--- config.mk ---
export PLATFORM = sky130hd
export DESIGN_NAME = mem_access_unit_flat
export DESIGN_NICKNAME = d
export VERILOG_FILES = /design/src/rtl/mem_access_unit_pkg.sv /design/src/rtl/mem_access_unit_if.sv /design/src/rtl/mem_access_unit_load_align.sv /design/src/rtl/mem_access_unit.sv /design/src/flat_wrapper.sv
export SDC_FILE = /design/constraint.sdc
export NUM_CORES = 1
export LEC_CHECK = 0
export ABC_AREA = 1
export CORE_ASPECT_RATIO = 0.5
export CORE_UTILIZATION = 45
export CTS_BUF_LIST = sky130_fd_sc_hd__clkbuf_4 sky130_fd_sc_hd__clkbuf_8 sky130_fd_sc_hd__clkbuf_16
export CTS_CLUSTER_DIAMETER = 40
export CTS_CLUSTER_SIZE = 8
export DETAILED_ROUTE_END_ITERATION = 6
export HOLD_SLACK_MARGIN = 0.15
export PLACE_DENSITY = 0.8
export SLEW_MARGIN = 20
export SYNTH_ARGS = -nofsm -noshare
export SYNTH_HDL_FRONTEND = slang
export SYNTH_SLANG_ARGS = --single-unit
--- constraint.sdc ---
create_clock -name clk -period 2.1 [get_ports clk]
set_clock_uncertainty 0.05 [all_clocks]
set_input_delay 0.42 -clock clk [delete_from_list [all_inputs] [get_ports clk]]
set_output_delay 0.42 -clock clk [all_outputs]
set_load 0.005 [all_outputs]
--- src/rtl/mem_access_unit_pkg.sv ---
// Shared MEM-stage definitions: load/store width codes, access FSM states and
// the width/alignment legality rule used to raise mem_fault.
package mem_access_unit_pkg;

  localparam logic [2:0] F3_B  = 3'b000;
  localparam logic [2:0] F3_H  = 3'b001;
  localparam logic [2:0] F3_W  = 3'b010;
  localparam logic [2:0] F3_BU = 3'b100;
  localparam logic [2:0] F3_HU = 3'b101;

  typedef enum logic [1:0] {
    IDLE = 2'd0,
    WAIT = 2'd1,
    RESP = 2'd2
  } mem_state_t;

  // Unsigned widths exist only for loads; halfwords need addr[0]=0, words addr[1:0]=0.
  function automatic logic access_illegal(input logic [2:0] funct3,
                                          input logic       is_store,
                                          input logic [1:0] byte_off);
    logic bad;
    case (funct3)
      F3_B:    bad = 1'b0;
      F3_BU:   bad = is_store;
      F3_H:    bad = byte_off[0];
      F3_HU:   bad = is_store | byte_off[0];
      F3_W:    bad = (byte_off != 2'b00);
      default: bad = 1'b1;
    endcase
    return bad;
  endfunction

endpackage

--- src/rtl/mem_access_unit_if.sv ---
// Request/ready data-memory bus with byte strobes; the access unit is the master.
interface mem_access_unit_if #(
  parameter int XLEN = 32
);
  logic            req;
  logic            we;
  logic [XLEN-1:0] addr;
  logic [XLEN-1:0] wdata;
  logic [3:0]      wstrb;
  logic            ready;
  logic [XLEN-1:0] rdata;

  modport master (
    output req, we, addr, wdata, wstrb,
    input  ready, rdata
  );

  modport slave (
    input  req, we, addr, wdata, wstrb,
    output ready, rdata
  );
endinterface

--- src/rtl/mem_access_unit_load_align.sv ---
// Picks the addressed byte/halfword out of a read word and sign- or zero-extends it.
module load_align
  import mem_access_unit_pkg::*;
(
  input  logic [31:0] word_i,
  input  logic [1:0]  off_i,
  input  logic [2:0]  funct3_i,
  output logic [31:0] data_o
);

  logic [7:0]  byte_sel;
  logic [15:0] half_sel;

  assign byte_sel = word_i[{off_i, 3'b000} +: 8];
  // off_i[0] is always 0 for a legal halfword, so only the upper/lower half matters.
  assign half_sel = off_i[1] ? word_i[31:16] : word_i[15:0];

  always_comb begin
    data_o = 32'h0;
    case (funct3_i)
      F3_B:    data_o = {{24{byte_sel[7]}}, byte_sel};
      F3_H:    data_o = {{16{half_sel[15]}}, half_sel};
      F3_W:    data_o = word_i;
      F3_BU:   data_o = {24'h0, byte_sel};
      F3_HU:   data_o = {16'h0, half_sel};
      default: data_o = 32'h0;
    endcase
  end

endmodule

--- src/rtl/mem_access_unit.sv ---
// MEM-stage data-memory access unit: issues loads/stores on the request/ready bus,
// stalls the pipeline while memory is slow, and aligns load data for MEM/WB.
module mem_access_unit
  import mem_access_unit_pkg::*;
#(
  parameter int XLEN = 32
) (
  input  logic              clk,
  input  logic              rst,
  input  logic              ex_valid_i,
  input  logic              ex_mem_read_i,
  input  logic              ex_mem_write_i,
  input  logic [2:0]        ex_funct3_i,
  input  logic [XLEN-1:0]   ex_addr_i,
  input  logic [XLEN-1:0]   ex_store_data_i,
  mem_access_unit_if.master dmem,
  output logic [XLEN-1:0]   load_data_o,
  output logic              mem_stall_o,
  output logic              mem_fault_o
);

  mem_state_t  state_q, state_d;
  logic [31:0] addr_q;
  logic        we_q;
  logic [31:0] wdata_q;
  logic [3:0]  wstrb_q;
  logic [2:0]  funct3_q;
  logic [31:0] rdata_q;

  logic        active, fault, go;
  logic [3:0]  ex_strb;
  logic [31:0] ex_wdata;
  logic        latch_en, cap_en, use_reg, load_en;
  logic [31:0] align_word, align_out;
  logic [1:0]  align_off;
  logic [2:0]  align_f3;

  assign active = ex_valid_i & (ex_mem_read_i ^ ex_mem_write_i);
  assign fault  = (ex_valid_i & ex_mem_read_i & ex_mem_write_i)
                | (active & access_illegal(ex_funct3_i, ex_mem_write_i, ex_addr_i[1:0]));
  assign go     = active & ~fault;

  always_comb begin
    ex_strb  = 4'b1111;
    ex_wdata = ex_store_data_i;
    case (ex_funct3_i[1:0])
      2'b00: begin
        ex_strb  = 4'b0001 << ex_addr_i[1:0];
        ex_wdata = {4{ex_store_data_i[7:0]}};
      end
      2'b01: begin
        ex_strb  = 4'b0011 << ex_addr_i[1:0];
        ex_wdata = {2{ex_store_data_i[15:0]}};
      end
      default: ;
    endcase
  end

  always_comb begin
    state_d    = state_q;
    dmem.req   = 1'b0;
    dmem.we    = 1'b0;
    dmem.addr  = {addr_q[31:2], 2'b00};
    dmem.wdata = wdata_q;
    dmem.wstrb = 4'b0000;
    mem_stall_o = 1'b0;
    latch_en   = 1'b0;
    cap_en     = 1'b0;
    use_reg    = 1'b0;
    load_en    = 1'b0;
    case (state_q)
      IDLE: begin
        if (go) begin
          dmem.req   = 1'b1;
          dmem.we    = ex_mem_write_i;
          dmem.addr  = {ex_addr_i[31:2], 2'b00};
          dmem.wdata = ex_wdata;
          dmem.wstrb = ex_mem_write_i ? ex_strb : 4'b0000;
          latch_en   = 1'b1;
          if (dmem.ready) begin
            load_en = ex_mem_read_i;
          end else begin
            mem_stall_o = 1'b1;
            state_d     = WAIT;
          end
        end
      end
      WAIT: begin
        dmem.req    = 1'b1;
        dmem.we     = we_q;
        dmem.wstrb  = wstrb_q;
        mem_stall_o = 1'b1;
        if (dmem.ready) begin
          cap_en  = 1'b1;
          state_d = RESP;
        end
      end
      RESP: begin
        // EX/MEM still shows this access here; it must not be issued a second time.
        use_reg = 1'b1;
        load_en = ~we_q;
        state_d = IDLE;
      end
      default: state_d = IDLE;
    endcase
    if (rst) begin
      dmem.req    = 1'b0;
      dmem.we     = 1'b0;
      dmem.wstrb  = 4'b0000;
      mem_stall_o = 1'b0;
      load_en     = 1'b0;
    end
  end

  assign align_word = use_reg ? rdata_q        : dmem.rdata;
  assign align_off  = use_reg ? addr_q[1:0]    : ex_addr_i[1:0];
  assign align_f3   = use_reg ? funct3_q       : ex_funct3_i;

  load_align u_load_align (
    .word_i   (align_word),
    .off_i    (align_off),
    .funct3_i (align_f3),
    .data_o   (align_out)
  );

  assign load_data_o = load_en ? align_out : 32'h0;
  assign mem_fault_o = fault & ~rst;

  always_ff @(posedge clk) begin
    if (rst) begin
      state_q  <= IDLE;
      addr_q   <= 32'h0;
      we_q     <= 1'b0;
      wdata_q  <= 32'h0;
      wstrb_q  <= 4'b0000;
      funct3_q <= 3'b000;
      rdata_q  <= 32'h0;
    end else begin
      state_q <= state_d;
      if (latch_en) begin
        addr_q   <= ex_addr_i;
        we_q     <= ex_mem_write_i;
        wdata_q  <= ex_wdata;
        wstrb_q  <= ex_mem_write_i ? ex_strb : 4'b0000;
        funct3_q <= ex_funct3_i;
      end
      if (cap_en) begin
        rdata_q <= dmem.rdata;
      end
    end
  end

endmodule

--- src/flat_wrapper.sv ---
// flat-port wrapper written by rule: the top's interface ports become plain ports
module mem_access_unit_flat import mem_access_unit_pkg::*;
#(
  parameter int XLEN = 32
)
  (clk, rst, ex_valid_i, ex_mem_read_i, ex_mem_write_i, ex_funct3_i, ex_addr_i, ex_store_data_i, load_data_o, mem_stall_o, mem_fault_o, dmem_req, dmem_we, dmem_addr, dmem_wdata, dmem_wstrb, dmem_ready, dmem_rdata);
  mem_access_unit_if #(.XLEN(XLEN)) dmem_i ();
  input  logic clk;
  input  logic rst;
  input  logic ex_valid_i;
  input  logic ex_mem_read_i;
  input  logic ex_mem_write_i;
  input  logic [2:0] ex_funct3_i;
  input  logic [XLEN-1:0] ex_addr_i;
  input  logic [XLEN-1:0] ex_store_data_i;
  output logic [XLEN-1:0] load_data_o;
  output logic mem_stall_o;
  output logic mem_fault_o;
  output wire logic [$bits(dmem_i.req)-1:0] dmem_req;
  output wire logic [$bits(dmem_i.we)-1:0] dmem_we;
  output wire logic [$bits(dmem_i.addr)-1:0] dmem_addr;
  output wire logic [$bits(dmem_i.wdata)-1:0] dmem_wdata;
  output wire logic [$bits(dmem_i.wstrb)-1:0] dmem_wstrb;
  input wire logic [$bits(dmem_i.ready)-1:0] dmem_ready;
  input wire logic [$bits(dmem_i.rdata)-1:0] dmem_rdata;
  assign dmem_req = dmem_i.req;
  assign dmem_we = dmem_i.we;
  assign dmem_addr = dmem_i.addr;
  assign dmem_wdata = dmem_i.wdata;
  assign dmem_wstrb = dmem_i.wstrb;
  assign dmem_i.ready = dmem_ready;
  assign dmem_i.rdata = dmem_rdata;
  mem_access_unit #(.XLEN(XLEN)) u_core (.clk(clk), .rst(rst), .ex_valid_i(ex_valid_i), .ex_mem_read_i(ex_mem_read_i), .ex_mem_write_i(ex_mem_write_i), .ex_funct3_i(ex_funct3_i), .ex_addr_i(ex_addr_i), .ex_store_data_i(ex_store_data_i), .dmem(dmem_i), .load_data_o(load_data_o), .mem_stall_o(mem_stall_o), .mem_fault_o(mem_fault_o));
endmodule
# Word level (Yosys, flattened, before mapping)
# Index checks and enable logic that the tools add are counted.
# word_totals
output_inout_bits	104
ff_bits	106
elab_cells	81
inputBits	105
# op_classes
eq_ne	14
shift	3
muxes	39
reduce_logical	6
bitwise	12
# ops
cell	count
32-bit 2-to-1 mux	6
32-bit one-hot mux with 5 select lines	1
32-bit one-hot mux with 2 select lines	1
32-bit by 6-bit variable part select with 8-bit output	1
16-bit 2-to-1 mux	1
4-bit one-hot mux with 2 select lines	2
1-bit 2-to-1 mux	14
3-bit equality test (second input constant)	4
4-bit 2-to-1 mux	3
2-bit 2-to-1 mux	4
1-bit one-hot mux with 2 select lines	4
1-bit AND	6
3-bit by 1-bit equality test with 1-bit output (second input constant)	2
3-bit by 2-bit equality test with 1-bit output (second input constant)	2
3-bit zero test	2
1-bit one-hot mux with 5 select lines	1
2-bit by 1-bit equality test with 1-bit output (second input constant)	2
2-bit zero test	2
2-bit != test (second input constant)	2
2-bit one-hot mux with 2 select lines	1
1-bit by 2-bit left shift with 4-bit output (first input constant)	1
2-bit by 2-bit left shift with 4-bit output (first input constant)	1
3-bit 2-to-1 mux	1
1-bit inverter	3
other kinds (6)	7

# Logic depth before layout (Yosys ltp)
# logic_depth
ltp_word	10
depth_mapped	13

# Hierarchy
# Synthesis repeated with hierarchy kept, for this count alone.
# hier_totals
cells_unflattened	1014
hier_area_um2	6017.0
# modules_own_cells
mod	seq_area_each_um2	n_inst	area_per_inst_um2	cells_each
mem_access_unit	2122.0	1	5117.4	807
load_align	0.0	1	899.6	207

# Least setup slack after synthesis
# OpenSTA, ideal clock, no wires.
# synth_timing
kind	input-to-output
from	input port ex_mem_write_i
to	output port load_data_o[13]
cell_stages	9
slack_ns	0.124
t_required_ns	1.630
arrival_time_ns	1.506
path_cell_list	buf_2 -> inv_1 -> o21ai_0 -> a21boi_2 -> nand3b_1 -> nand2_1 -> nand2_1 -> buf_2 -> a21oi_1
# synth_via
elab_chain_len	10
# synth_rtl
item	line_no	source
start: declaration	flat_wrapper.sv:12	input logic ex_mem_write_i;
1-bit OR or 1-bit bitwise XOR (tied branches)	mem_access_unit_pkg.sv:26, mem_access_unit.sv:38	
1-bit one-hot mux with 5 select lines or 1-bit AND (tied branches)	mem_access_unit_pkg.sv:22, mem_access_unit.sv:38	
1-bit AND	mem_access_unit.sv:40	| (active & access_illegal(ex_funct3_i, ex_mem_write_i, ex_addr_i[1:0]));
1-bit OR	mem_access_unit.sv:40	
1-bit inverter	mem_access_unit.sv:41	assign go = active & ~fault;
1-bit AND *	mem_access_unit.sv:41	
1-bit 2-to-1 mux *	mem_access_unit.sv:73	if (go) begin
1-bit one-hot mux with 2 select lines *	mem_access_unit.sv:71	case (state_q)
1-bit 2-to-1 mux *	mem_access_unit.sv:106	if (rst) begin
32-bit 2-to-1 mux *	mem_access_unit.sv:126	assign load_data_o = load_en ? align_out : 32'h0;
end: declaration	flat_wrapper.sv:16	output logic [XLEN-1:0] load_data_o;
# Mark *: on every way between the ends. The rest lies on a longest branch, timed or not.

# Final worst setup path
# layout_timing
from	register u_core.state_q[0]
to	output port load_data_o[7]
# layout_via
elab_chain_len	6
# layout_rtl
item	line_no	source
start: declaration	mem_access_unit.sv:22	mem_state_t state_q, state_d;
start signal: assignment	mem_access_unit.sv:139	state_q <= state_d;
2-bit equality test	mem_access_unit.sv:71	
1-bit 2-to-1 mux	mem_access_unit.sv:71	
32-bit 2-to-1 mux (tied with other cells)	mem_access_unit.sv:115	assign align_word = use_reg ? rdata_q : dmem.rdata;
32-bit by 6-bit variable part select with 8-bit output (tied with other cells)	mem_access_unit_load_align.sv:14	assign byte_sel = word_i[{off_i, 3'b000} +: 8];
32-bit one-hot mux with 5 select lines	mem_access_unit_load_align.sv:20	case (funct3_i)
32-bit 2-to-1 mux *	mem_access_unit.sv:126	
# Marked as above.

==> flow_summary.ini <==
[power_and_ir_drop]
leakagePower_nw = 5.87
p_seq_share_pct = 35.8
switching_power_mw = 2.08
clkPwrFrac_pct = 29.2
p_int_mw = 3.88
vdd_ir_drop_max_v = 0.000457
switching_share_pct = 35.0
power_density_nw_per_um2 = 500
p_comb_share_pct = 35.0
power.total_mw = 5.96

[floorplanning]
design.core.area_um2 = 12800
io_pins = 209
fp.dieW_um = 165
die_h_um = 83.4
start_util_pct = 46.5
rows = 29
dieArea_um2 = 13700

[worst_hold_path]
hold_class = in -> reg

[placed_design]
io_buffers = 206
gp_congestion = 0.925
dpl.hpwl_um = 13800
preCtsSetupSlack_ns = -0.966

[cts]
ctsHoldBuffers = 0
clock_insertion_delay_worst_skew_ns = 0.36
cts_buffers = 9
ctsHtreeMaxLevel = 3
tritoncts = built
cts_root_buf = clkbuf_16
clkSlewWorstSetupHoldPaths_ns = 0.08
cts_sinks = 106
clock_path_buffers = 2

[synth]
synth_area_leaders = dfxtp_1 (36%), nand2_1 (17%), inv_1 (9.1%)
synth_compound_area_share_pct = 21.3
netlist_area_um2 = 5960
avgSynthCellArea_um2 = 6.11
synth_xor_xnor_area_share_pct = 0
synth_top_family_by_area = simple AND/OR/NAND/NOR gates
synthMuxAreaShare_pct = 0
yosysUniqueCellTypes = 31
seq_area_frac_synth_pct = 35.6
ys_ff_latch = 106
yosysTopAreaCell = dfxtp_1
synthSimpleGateAreaFrac_pct = 28.1
synthAdderAreaFrac_pct = 0
yosys_warnings = 0
synth_top_cell_area_share_pct = 35.6
netlist_instances = 975

[layout]
final_nets = 1507
post-route-util_pct = 93.1
syn2layout_area_growth_pct = 99.9
mostFrequentLayoutCells = nand2_1 (166), buf_4 (157), inv_1 (125)
drive_gt1_share_pct = 46.9
final_common_cell = nand2_1

[worst_setup_path]
critPathKind = reg -> out
crit_fanout = 6
slowest_stage = dfxtp_2
path_buf_inv = 7
critPathCaptureType = primary output
setup.worst_path.start_class = register
arrival_ns = 2.65
cpPeakStageDelay_ns = 0.38
path_delay_family = simple AND/OR/NAND/NOR gates
cp.required_ns = 1.63
timing.critical_path.cells = inv_4 > buf_12 > nand2_8 > nand2_2 > nand2_4 > buf_4 > nor2_4 > buf_4 > inv_1 > nor2_1 > nor2_1 > nand3_1 > nand2_2 > inv_2 > buf_6

[timing]
rsz0062_at_grt = true
period_share_pct = 148
finalSetupTns_ns = -73.12
hold_slack_ns = 0.374
setup_viol_count_final = 135
max_freq_mhz = 321
tightest_slew_ns = 0.609
period_minus_slack_ns = 3.12
slew_violations = 0
finalHoldViolations = 0
worst_slack_ns = -1.02
slew_headroom_pct = 59.0

[routing]
drt-initial-drc-count = 2195
drc = 8
drt-pass1-iter-count = 7
postRouteAntennaNets = 0
drt-wirelength-per-cell_um = 25.6
routed-via-count = 10400
viasPerCell = 6.56
routed_wirelength_um = 40500

[global_routing]
antenna_found_initial = 7
grt_max_degree = 64
grt_pass1_wl_um = 40200
grt_use_total_pct = 37.1
grt_pass1_vias = 8100
grt_overflow_total = 0

[job]
maxCapViolCount = 0

[status]
status = finished with violations
violations = design-rule violations, negative setup slack
## per-layer routing
metal  track usage [%]  vias up  part of all wire (%)
li1                  -     3898                     -
met1              43.1     4596                    32
met2              63.7     1314                    40
met3              7.04      547                    17
met4              21.1       10                    11
met5                 0        -                  0.45
## final cells by class
| cell class | instances | area [um^2] |
|---|---|---|
| antenna | 3 | 7.51 |
| clock buffer | 10 | 233 |
| clock inverter | 6 | 48.8 |
| fill | 381 | 890 |
| inverter | 149 | 577 |
| multi-input combinational | 665 | 4310 |
| sequential | 106 | 2130 |
| tap | 170 | 213 |
| timing repair buffer | 471 | 4400 |
## worst reg2reg max path, cell delays in order (launching register included)
cell	delay (ns)
dfxtp_4	0.39
inv_4	0.08
buf_6	0.10
nand3_4	0.07
nor3b_4	0.28
buf_6	0.20
nand2_8	0.14
inv_8	0.10
buf_6	0.10
buf_4	0.11
buf_6	0.10
nand3_4	0.07
buf_6	0.13
buf_4	0.12
a21oi_2	0.18
## final timing paths
| kind | endpoint | from | slack, ns | depth (start not counted) |
|---|---|---|---|---|
| max reg2reg | u_core.wstrb_q[3] | u_core.state_q[1] | -0.21 | 14 |
| min | u_core.funct3_q[2] | ex_funct3_i[2] | 0.37 | 3 |
| min reg2reg | u_core.rdata_q[16] | u_core.rdata_q[16] | 0.41 | 2 |
| max | load_data_o[7] | u_core.state_q[0] | -1.02 | 15 |
## per-stage QoR
step | instance area [um^2] | cells
floorplan | 5970 | 976
global placement | 8990 | 1422
detailed placement | 8990 | 1422
CTS | 10500 | 1507
global route | 11900 | 1578
finish | 11900 | 1580
## synth_stat cells (all sizes together)
| cell type | count |
|---|---|
| a21boi | 1 |
| a21oi | 108 |
| and2 | 2 |
| buf | 34 |
| clkbuf | 25 |
| conb | 1 |
| dfxtp | 106 |
| inv | 149 |
| nand2 | 281 |
| nand3 | 27 |
| nand3b | 2 |
| nor2 | 99 |
| nor3 | 1 |
| nor3b | 1 |
| o2111ai | 1 |
| o211ai | 7 |
| o21a | 1 |
| o21ai | 128 |
| or2 | 1 |
## what timing repair did
action | in CTS | in global routing
buffers inserted | 54 | 77
setup endpoints to repair | 102 | 121
resized for setup | 390 | 477
endpoints found under the hold margin | 0 | 0
gates cloned | 15 | 9
pin swaps | 36 | 81
## cell families (layout without fill, tap and decap cells)
group,Yosys count,after routing
flip-flops,106,106
buffers and inverters,208,636
other,1,5
AND/OR/NAND/NOR,414,417
AO/OA/AOI/OAI,246,246
## state kept, by name, summed over array words and instances, names as in the netlist
signal / cells
u_core.funct3_q: 3
u_core.addr_q: 32
u_core.we_q: 1
u_core.state_q: 2
u_core.rdata_q: 32
u_core.wstrb_q: 4
u_core.wdata_q: 32
## power by group through the flow
stage / clock [mW] / sequential [mW] / combinational (mW)
after CTS: 1.65 / 2.11 / 1.49
after global routing: 1.78 / 2.14 / 2.16
after global placement: 0 / 2.15 / 1.21
after floorplan: 0 / 2.15 / 0.512
after detailed placement: 0 / 2.15 / 1.23
final: 1.74 / 2.13 / 2.09
Power figures use the tool's default switching activity.
